[src/rtl/term_controller_if.sv]
// Byte-producer and display-write-engine signals of the text terminal controller.
// The controller side takes the master modport; the producer/engine side takes slave.
interface term_controller_if;
    logic        char_valid;
    logic [7:0]  char_data;
    logic        char_ready;
    logic [10:0] cursor;
    logic        wr_start;
    logic [10:0] wr_begin;
    logic [10:0] wr_end;
    logic [7:0]  wr_data;
    logic [7:0]  wr_offset;
    logic        wr_complete;

    modport master (
        input  char_valid, char_data, wr_complete,
        output char_ready, cursor, wr_start, wr_begin, wr_end, wr_data, wr_offset
    );

    modport slave (
        output char_valid, char_data, wr_complete,
        input  char_ready, cursor, wr_start, wr_begin, wr_end, wr_data, wr_offset
    );
endinterface

[src/rtl/term_controller.sv]
// Text terminal controller: decodes incoming bytes into cursor moves and fill/copy
// requests for the display write engine (clear screen, put character, scroll).
module term_controller #(
    parameter int COLS = 80,
    parameter int ROWS = 25
) (
    input  logic clk100,
    input  logic rst_n,
    term_controller_if.master bus
);
    localparam int CELLS = COLS * ROWS;
    localparam int CW    = $clog2(COLS);
    localparam int RW    = $clog2(ROWS);

    localparam logic [10:0]   CELLS_C   = 11'(CELLS);
    localparam logic [10:0]   COLS_C    = 11'(COLS);
    localparam logic [10:0]   LAST_BASE = 11'((ROWS - 1) * COLS);
    localparam logic [CW-1:0] COL_LAST  = CW'(COLS - 1);
    localparam logic [RW-1:0] ROW_LAST  = RW'(ROWS - 1);
    localparam logic [CW-1:0] COL_ZERO  = CW'(0);
    localparam logic [CW-1:0] COL_ONE   = CW'(1);
    localparam logic [RW-1:0] ROW_ZERO  = RW'(0);
    localparam logic [RW-1:0] ROW_ONE   = RW'(1);

    localparam logic [7:0] CH_BS    = 8'h08;
    localparam logic [7:0] CH_LF    = 8'h0A;
    localparam logic [7:0] CH_FF    = 8'h0C;
    localparam logic [7:0] CH_CR    = 8'h0D;
    localparam logic [7:0] CH_SPACE = 8'h20;

    localparam logic [3:0] S_CLS           = 4'd0;
    localparam logic [3:0] S_CLS_WAIT      = 4'd1;
    localparam logic [3:0] S_IDLE          = 4'd2;
    localparam logic [3:0] S_PUT           = 4'd3;
    localparam logic [3:0] S_PUT_WAIT      = 4'd4;
    localparam logic [3:0] S_SCR_COPY      = 4'd5;
    localparam logic [3:0] S_SCR_COPY_WAIT = 4'd6;
    localparam logic [3:0] S_SCR_CLR       = 4'd7;
    localparam logic [3:0] S_SCR_CLR_WAIT  = 4'd8;

    logic [3:0]    state_q,     state_d;
    logic [10:0]   cursor_q,    cursor_d;
    logic [CW-1:0] col_q,       col_d;
    logic [RW-1:0] row_q,       row_d;
    logic [7:0]    byte_q,      byte_d;
    logic          ready_q,     ready_d;
    logic          wr_start_q,  wr_start_d;
    logic [10:0]   wr_begin_q,  wr_begin_d;
    logic [10:0]   wr_end_q,    wr_end_d;
    logic [7:0]    wr_data_q,   wr_data_d;
    logic [7:0]    wr_offset_q, wr_offset_d;
    logic          accept_s;

    // Row and column are tracked alongside the linear cursor so no divider is needed.
    assign accept_s = bus.char_valid && ready_q;

    // Next-state, cursor and write-request decode.
    always_comb begin
        state_d     = state_q;
        cursor_d    = cursor_q;
        col_d       = col_q;
        row_d       = row_q;
        byte_d      = byte_q;
        wr_start_d  = 1'b0;
        wr_begin_d  = wr_begin_q;
        wr_end_d    = wr_end_q;
        wr_data_d   = wr_data_q;
        wr_offset_d = wr_offset_q;
        case (state_q)
            S_CLS: begin
                wr_start_d  = 1'b1;
                wr_begin_d  = 11'd0;
                wr_end_d    = CELLS_C;
                wr_data_d   = CH_SPACE;
                wr_offset_d = 8'd0;
                state_d     = S_CLS_WAIT;
            end
            S_CLS_WAIT: begin
                if (bus.wr_complete) begin
                    cursor_d = 11'd0;
                    col_d    = COL_ZERO;
                    row_d    = ROW_ZERO;
                    state_d  = S_IDLE;
                end else begin
                    state_d  = S_CLS_WAIT;
                end
            end
            S_IDLE: begin
                if (accept_s) begin
                    case (bus.char_data)
                        CH_CR: begin
                            cursor_d = cursor_q - 11'(col_q);
                            col_d    = COL_ZERO;
                        end
                        CH_LF: begin
                            if (row_q < ROW_LAST) begin
                                cursor_d = cursor_q + COLS_C;
                                row_d    = row_q + ROW_ONE;
                            end else begin
                                state_d  = S_SCR_COPY;
                            end
                        end
                        CH_BS: begin
                            if (col_q != COL_ZERO) begin
                                cursor_d = cursor_q - 11'd1;
                                col_d    = col_q - COL_ONE;
                            end else begin
                                cursor_d = cursor_q;
                            end
                        end
                        CH_FF: state_d = S_CLS;
                        default: begin
                            // Remaining control codes are swallowed without effect.
                            if (bus.char_data >= CH_SPACE) begin
                                byte_d  = bus.char_data;
                                state_d = S_PUT;
                            end else begin
                                state_d = S_IDLE;
                            end
                        end
                    endcase
                end else begin
                    state_d = S_IDLE;
                end
            end
            S_PUT: begin
                wr_start_d  = 1'b1;
                wr_begin_d  = cursor_q;
                wr_end_d    = cursor_q + 11'd1;
                wr_data_d   = byte_q;
                wr_offset_d = 8'd0;
                state_d     = S_PUT_WAIT;
            end
            S_PUT_WAIT: begin
                if (!bus.wr_complete) begin
                    state_d = S_PUT_WAIT;
                end else if (col_q < COL_LAST) begin
                    cursor_d = cursor_q + 11'd1;
                    col_d    = col_q + COL_ONE;
                    state_d  = S_IDLE;
                end else if (row_q < ROW_LAST) begin
                    cursor_d = cursor_q + 11'd1;
                    col_d    = COL_ZERO;
                    row_d    = row_q + ROW_ONE;
                    state_d  = S_IDLE;
                end else begin
                    cursor_d = LAST_BASE;
                    col_d    = COL_ZERO;
                    row_d    = ROW_LAST;
                    state_d  = S_SCR_COPY;
                end
            end
            S_SCR_COPY: begin
                wr_start_d  = 1'b1;
                wr_begin_d  = 11'd0;
                wr_end_d    = LAST_BASE;
                wr_data_d   = CH_SPACE;
                wr_offset_d = 8'(COLS);
                state_d     = S_SCR_COPY_WAIT;
            end
            S_SCR_COPY_WAIT: begin
                if (bus.wr_complete) begin
                    state_d = S_SCR_CLR;
                end else begin
                    state_d = S_SCR_COPY_WAIT;
                end
            end
            S_SCR_CLR: begin
                wr_start_d  = 1'b1;
                wr_begin_d  = LAST_BASE;
                wr_end_d    = CELLS_C;
                wr_data_d   = CH_SPACE;
                wr_offset_d = 8'd0;
                state_d     = S_SCR_CLR_WAIT;
            end
            S_SCR_CLR_WAIT: begin
                if (bus.wr_complete) begin
                    state_d = S_IDLE;
                end else begin
                    state_d = S_SCR_CLR_WAIT;
                end
            end
            default: begin
                cursor_d = 11'd0;
                col_d    = COL_ZERO;
                row_d    = ROW_ZERO;
                state_d  = S_CLS;
            end
        endcase
        ready_d = (state_d == S_IDLE);
    end

    // State and output registers; reset lands in CLS so every reset clears the screen.
    always_ff @(posedge clk100 or negedge rst_n) begin
        if (!rst_n) begin
            state_q     <= S_CLS;
            cursor_q    <= 11'd0;
            col_q       <= COL_ZERO;
            row_q       <= ROW_ZERO;
            byte_q      <= 8'd0;
            ready_q     <= 1'b0;
            wr_start_q  <= 1'b0;
            wr_begin_q  <= 11'd0;
            wr_end_q    <= 11'd0;
            wr_data_q   <= 8'd0;
            wr_offset_q <= 8'd0;
        end else begin
            state_q     <= state_d;
            cursor_q    <= cursor_d;
            col_q       <= col_d;
            row_q       <= row_d;
            byte_q      <= byte_d;
            ready_q     <= ready_d;
            wr_start_q  <= wr_start_d;
            wr_begin_q  <= wr_begin_d;
            wr_end_q    <= wr_end_d;
            wr_data_q   <= wr_data_d;
            wr_offset_q <= wr_offset_d;
        end
    end

    assign bus.char_ready = ready_q;
    assign bus.cursor     = cursor_q;
    assign bus.wr_start   = wr_start_q;
    assign bus.wr_begin   = wr_begin_q;
    assign bus.wr_end     = wr_end_q;
    assign bus.wr_data    = wr_data_q;
    assign bus.wr_offset  = wr_offset_q;
endmodule

[src/flat_wrapper.sv]
// flat-port wrapper written by rule: the top's interface ports become plain ports
module term_controller_flat 
#(
    parameter int COLS = 80,
    parameter int ROWS = 25
)
  (clk100, rst_n, bus_char_valid, bus_char_data, bus_wr_complete, bus_char_ready, bus_cursor, bus_wr_start, bus_wr_begin, bus_wr_end, bus_wr_data, bus_wr_offset);
  term_controller_if bus_i ();
  input  logic clk100;
  input  logic rst_n;
  input wire logic [$bits(bus_i.char_valid)-1:0] bus_char_valid;
  input wire logic [$bits(bus_i.char_data)-1:0] bus_char_data;
  input wire logic [$bits(bus_i.wr_complete)-1:0] bus_wr_complete;
  output wire logic [$bits(bus_i.char_ready)-1:0] bus_char_ready;
  output wire logic [$bits(bus_i.cursor)-1:0] bus_cursor;
  output wire logic [$bits(bus_i.wr_start)-1:0] bus_wr_start;
  output wire logic [$bits(bus_i.wr_begin)-1:0] bus_wr_begin;
  output wire logic [$bits(bus_i.wr_end)-1:0] bus_wr_end;
  output wire logic [$bits(bus_i.wr_data)-1:0] bus_wr_data;
  output wire logic [$bits(bus_i.wr_offset)-1:0] bus_wr_offset;
  assign bus_i.char_valid = bus_char_valid;
  assign bus_i.char_data = bus_char_data;
  assign bus_i.wr_complete = bus_wr_complete;
  assign bus_char_ready = bus_i.char_ready;
  assign bus_cursor = bus_i.cursor;
  assign bus_wr_start = bus_i.wr_start;
  assign bus_wr_begin = bus_i.wr_begin;
  assign bus_wr_end = bus_i.wr_end;
  assign bus_wr_data = bus_i.wr_data;
  assign bus_wr_offset = bus_i.wr_offset;
  term_controller #(.COLS(COLS), .ROWS(ROWS)) u_core (.clk100(clk100), .rst_n(rst_n), .bus(bus_i));
endmodule
[config.mk]
export PLATFORM = sky130hd
export DESIGN_NAME = term_controller_flat
export DESIGN_NICKNAME = d
export VERILOG_FILES = /design/src/rtl/term_controller_if.sv /design/src/rtl/term_controller.sv /design/src/flat_wrapper.sv
export SDC_FILE = /design/constraint.sdc
export NUM_CORES = 1
export LEC_CHECK = 0
export BUFFER_PORTS_ARGS = -buffer_cell sky130_fd_sc_hd__buf_2
export CORE_ASPECT_RATIO = 0.75
export CORE_MARGIN = 1
export CORE_UTILIZATION = 52
export DETAILED_ROUTE_END_ITERATION = 8
export GPL_TIMING_DRIVEN = 0
export PLACE_DENSITY = 0.84
export SLEW_MARGIN = 20
export SYNTH_ARGS = -nofsm -noshare
export SYNTH_HDL_FRONTEND = slang
export SYNTH_SLANG_ARGS = --single-unit
[constraint.sdc]
create_clock -name clk100 -period 2.4 [get_ports clk100]
set_clock_uncertainty 0.1 [all_clocks]
set_input_delay 0.24 -clock clk100 [delete_from_list [all_inputs] [get_ports clk100]]
set_output_delay 0.24 -clock clk100 [all_outputs]
set_load 0.03 [all_outputs]
======== Word-level counts from Yosys, hierarchy flattened ========
Cells that the tools add are included.
operators by class
  add/sub/neg operators ................... 7
  order comparisons ....................... 3
  equal/unequal tests ..................... 23
  mux-type cells .......................... 40
  bitwise logic cells ..................... 2
  reductions and logical operators ........ 19
operators with widths
  operator                 number
  $pmux W11 S3             3
  $mux W11                 7
  $pmux W11 S4             1
  $pmux W4 S9              1
  $mux W5                  7
  $mux W7                  5
  $eq A8 B4 Y1 const B     4
  $pmux W8 S2              2
  $pmux W7 S4              1
  $mux W4                  5
  $pmux W5 S4              1
  $eq A4 B3 Y1 const B     4
  $pmux W7 S2              1
  $reduce_and A7 Y1        2
  $eq A4 B2 Y1 const B     3
  $pmux W4 S3              1
  $add A11 B1 Y11 const B  1
  $add A11 B7 Y11 const B  1
  $sub A11 B1 Y11 const B  1
  $sub A11 B7 Y11          1
  $ge A8 B6 Y1 const B     1
  $ne A2 B2 Y1 const B     4
  $reduce_or A4 Y1         2
  $add A7 B1 Y7 const B    1
  other kinds (24)         34
storage, ports and cells
  register bits after elaboration ......... 75
  bits of input ports ..................... 12

======== Depth between registers and ports, before layout ========
  depth in word-level cells ............... 6
  mapped depth ............................ 13
  gate-level depth less buffers ........... 12

======== Worst setup path after synthesis ========
OpenSTA, ideal clock, no wires.
  path kind ............................... input port to flip-flop
  start ................................... input port bus_char_data[5]
  end ..................................... register u_core.cursor_q[8] (netlist: u_core.bus.cursor[8])
  library setup time ...................... 0.126 ns
  arrival ................................. 2.750 ns
  setup slack ............................. -0.576 ns
  stages on the path ...................... 13
  cell sequence ........................... or3_1 > buf_6 > nor2_1 > nand2_1 > nand2_1 > inv_1 > fa_1 > nor2b_1 > o31a_1 > o211ai_1 > a31oi_1 > nor4_1 > a311o_1
between the ends
  longest elaborated chain between the ends .. 4
ends and longest elaborated chain
  what                    RTL line                source
  start: declaration      flat_wrapper.sv:12      input wire logic [$bits(bus_i.char_data)-1:0] bus_char_data;
  $eq A8 B4 Y1            term_controller.sv:90   case (bus.char_data)
  $pmux W11 S3            term_controller.sv:90
  $mux W11                term_controller.sv:89   if (accept_s) begin
  $pmux W11 S4            term_controller.sv:69   case (state_q)
  end signal: assignment  term_controller.sv:209  cursor_q <= cursor_d;
  end: declaration        term_controller.sv:42   logic [10:0] cursor_q, cursor_d;
Several ways; a longest one is shown, not always the timed one. The select of a mux whose other input is x is not followed.
A chain may end at the register's enable or synchronous reset.

======== Final worst setup path ========
  start ................................... input port bus_char_data[6]
  end ..................................... register u_core.cursor_q[8] (netlist: u_core.bus.cursor[8])
Same word-level chain as after synthesis.

==> metrics <==
status=complete, but fails checks; failing checks=setup timing; sequential share of the synthesized area=about 40%; Register-to-Register Path Depth=10; min Tclk post-route=~2.5 ns; worst slack, placed=-0.710 ns; leakage power=2.39 nW; post-DP HPWL=between 8000 and 9000 um; most frequent CP cell=nand2_4; maximum fanout along the worst path=5; CTS clk-pin slew, worst paths=0.08 ns; clock sink count=slightly below 70; FF-to-FF End=u_core.bus.cursor[8]; TritonCTS Buffers=9; CTS tree=built; Bufs and invs on worst path=2; WHS=around 0.018 ns; CP delay by family, top=compound AO/OA/AOI/OAI gates; number of flops mapped to enable cells by yosys=0; crit-path cells=buf_6 > or3_4 > nor2_4 > nand2_4 > nand2_4 > ha_4 > fa_2 > nor2b_2 > o31a_1 > o211ai_1 > a31oi_2 > buf_4 > a311o_1; Fill cells=approximately 630; M2 GR Usage=44.0%; Syn Area/Cell=approximately 9 sq um; pin count of the biggest net entering global routing=36; Placer Congestion=around 0.96; CP endpoint=u_core.bus.cursor[8]; I/O Pins=63; Arrival @ worst endpoint=roughly 2.7 ns; vias in the first global route=3,817; GR peak layer=met2; Vias/cell=6.18; Core Area=just under 8000 sq um; DRC viols=0; worst setup path startpoint=bus_char_data[6]; WL per Instance=18.1 um; area grow syn2layout=23.8%; worst hold path type=in -> reg; Tot GR Track Use=roughly 29%; H-tree levels=3; asr flop ratio synth=100%; Layout Nets=around 600; initial core utilization=a little over half; initial antenna violation count=0; slew at the pin closest to its max-slew limit=approximately 0.75 ns; Worst Setup End Kind=flop; DIE AREA=8640 sq um; CP max-delay cell=or3_4; worst skew pair latency=0.36 ns; vias=around 4,200; critical path class=in -> reg; number of max-cap violations=0; met1 usage=between 40% and 50%; Cells after Synth=about 480; flop2flop setup slack=-0.09 ns; Routed Antenna Nets=0; Final Hold Viols=0; initial drt markers=just under 400; Crit path depth=13; remaining global-route overflow=0; dpl cells=around 650; worst-case vdd ir drop=~0.74 mV; die width=about 110 um; num rows=28; Final Power=a little under 0.007 W; final setup violation count=3; clock buffer depth=2; Routed WL=around 12,000 um; unrepaired setup endpoints after global routing=true; DR pass1 iterations=6; CTS Root Cell=clkbuf_8; die span in y=a little over 80 um; Max stage delay on crit path=~0.42 ns; pwr/cell area=between 1000 and 1500 nW/um^2; Ant. Diodes=0; Primary FF master, synth=dfrtp_1; Yosys cell types=73; Tcrit/Tclk final=106%; share of post-route cells with drive strength above 1=between 30 and 40%; Synth warnings=0; post-synthesis register bit count=68; fin worst setup slack=-0.145 ns; r2r startpoint=u_core.col_q[0]; netlist area before placement=about 4300 sq um; fin. max-slew vios=0; WP data required=between 2 and 3 ns; non-filler cells, final=676; critical path startpoint category=input port; GR Util met3=under 10%; Max Clk Rate=393 MHz; I/O Buffers=between 50 and 60; Max-slew headroom=between 40% and 50%; first-pass GRT wire length=around 19,000 um
-- cells in the final DEF, fill, tap and decap left out, drive strengths merged, types with 5 or more instances in the layout --
master | Yosys | layout
buf | 18 | 89
dfrtp | 68 | 68
nand2 | 50 | 50
nor2 | 41 | 41
o21ai | 37 | 37
a21oi | 35 | 35
clkbuf | 19 | 25
inv | 18 | 18
a22o | 16 | 16
nor3 | 15 | 15
ha | 13 | 13
xnor2 | 10 | 10
nand3 | 10 | 10
mux2 | 10 | 10
o22a | 7 | 7
or3 | 7 | 7
o22ai | 6 | 6
conb | 1 | 6
xor2 | 6 | 6
nand2b | 6 | 6
a21o | 5 | 5
nand4 | 5 | 5
a31oi | 5 | 5
nor4 | 5 | 5
-- cells in the mapped netlist, types with 2 or more instances --
master     number  area (sq um)
a2111oi_0       2          17.5
a211o_1         2          17.5
a211oi_1        3          22.5
a21o_1          5          37.5
a21oi_1        34           170
a221o_1         2          20.0
a221oi_1        2          17.5
a22o_1         16           140
a31oi_1         5          31.3
a32oi_1         3          26.3
and2_1          3          18.8
and4_1          3          26.3
buf_2           7          35.0
buf_4           9          67.6
clkbuf_1       18          67.6
dfrtp_1        68          1700
ha_1           13           163
inv_1          17          63.8
mux2_2          9           101
nand2_1        50           188
nand2b_1        6          37.5
nand3_1        10          50.1
nand4_1         5          31.3
nor2_1         41           154
nor2b_1         3          18.8
nor3_1         12          60.1
nor3_2          3          30.0
nor3b_1         3          22.5
nor4_1          3          18.8
o211ai_1        2          15.0
o21a_1          4          30.0
o21ai_0        37           185
o221ai_1        3          26.3
o22a_1          7          61.3
o22ai_1         6          37.5
o311ai_0        2          17.5
o31ai_1         4          30.0
or2_2           4          25.0
or3_1           7          43.8
or4b_1          2          20.0
xnor2_1        10          87.6
xor2_1          6          52.6
-- final cells by class --
cell class | count | area [sq um] | share of cell area [%]
multi-input cells | 364 | 2590 | 48.7
clock inverters | 6 | 65.1 | 1.22
well taps | 105 | 131 | 2.47
inverters | 18 | 67.6 | 1.27
flip-flops and latches | 68 | 1710 | 32.1
plain buffers | 30 | 173 | 3.24
repair buffers | 75 | 455 | 8.56
clock buffers | 10 | 128 | 2.40
-- sequential cells by signal, summed over array words and instances (netlist names), 4 cells and up --
| signal | cells |
|---|---|
| u_core.bus.cursor | 11 |
| u_core.bus.wr_begin | 11 |
| u_core.bus.wr_end | 11 |
| u_core.bus.wr_data | 8 |
| u_core.byte_q | 8 |
| u_core.col_q | 7 |
| u_core.row_q | 5 |
| u_core.state_q | 4 |
-- what timing repair did --
item                                   4_1_cts  5_1_grt
endpoints found under the hold margin       33        0
hold buffers                                 1        0
buffers inserted                             9        9
pin swaps                                   12       14
resized for setup                           19       43
setup endpoints to repair                   33       41
-- cell families (layout without fill, tap and decap cells) --
family	after synthesis	after routing	synth area share (%)
buffers and inverters	55	139	6.00
xor gates and xnor gates	16	16	3.26
DFF	68	68	39.6
AOI/OAI and AO/OA	154	154	24.4
and+or+nand+nor	164	164	19.8
adders and majority gates	14	14	4.25
other	1	6	0.0873
muxes	10	10	2.62
-- where the power goes --
| group | switching (W) | leakage (nW) | total, W | internal, W |
|---|---|---|---|---|
| Combinational | 0.00248 | 1.41 | 0.00396 | 0.00148 |
| Clock | 0.000465 | 0.0962 | 0.000945 | 0.000480 |
| Sequential | 0.000317 | 0.884 | 0.00183 | 0.00151 |
| Total | 0.00326 | 2.39 | 0.00673 | 0.00348 |
-- worst min-delay path by stage --
stage,endpoint,cells after the start,slack (ns),start
6_report,u_core.byte_q[6],2,0.02,bus_char_data[6]
5_1_grt,u_core.byte_q[6],2,0.005,bus_char_data[6]
4_1_cts,u_core.state_q[3],2,0.03,bus_wr_complete
3_5_place_dp,u_core.byte_q[7],1,0.12,rst_n
3_3_place_gp,u_core.bus.wr_begin[0],2,0.36,u_core.bus.wr_begin[0]
2_1_floorplan,u_core.bus.char_ready,0,-0.16,rst_n
-- routing by layer --
layer,vias up,routed length (um)
met3,27,1040
met5,-,0
met4,0,188
li1,1932,-
met1,2001,5490
met2,215,5500
-- metrics by stage --
step           cell area (sq um)  setup TNS (ns)  utilization [%]
2_1_floorplan               4350          -0.656                -
3_3_place_gp                4760           -4.91             59.8
3_5_place_dp                4780           -5.89             60.1
4_1_cts                     5110         -0.0972             64.3
5_1_grt                     5320          -0.468             66.9
6_report                    5320          -0.213             66.9
No activity file was read; power rests on OpenSTA's default activity.
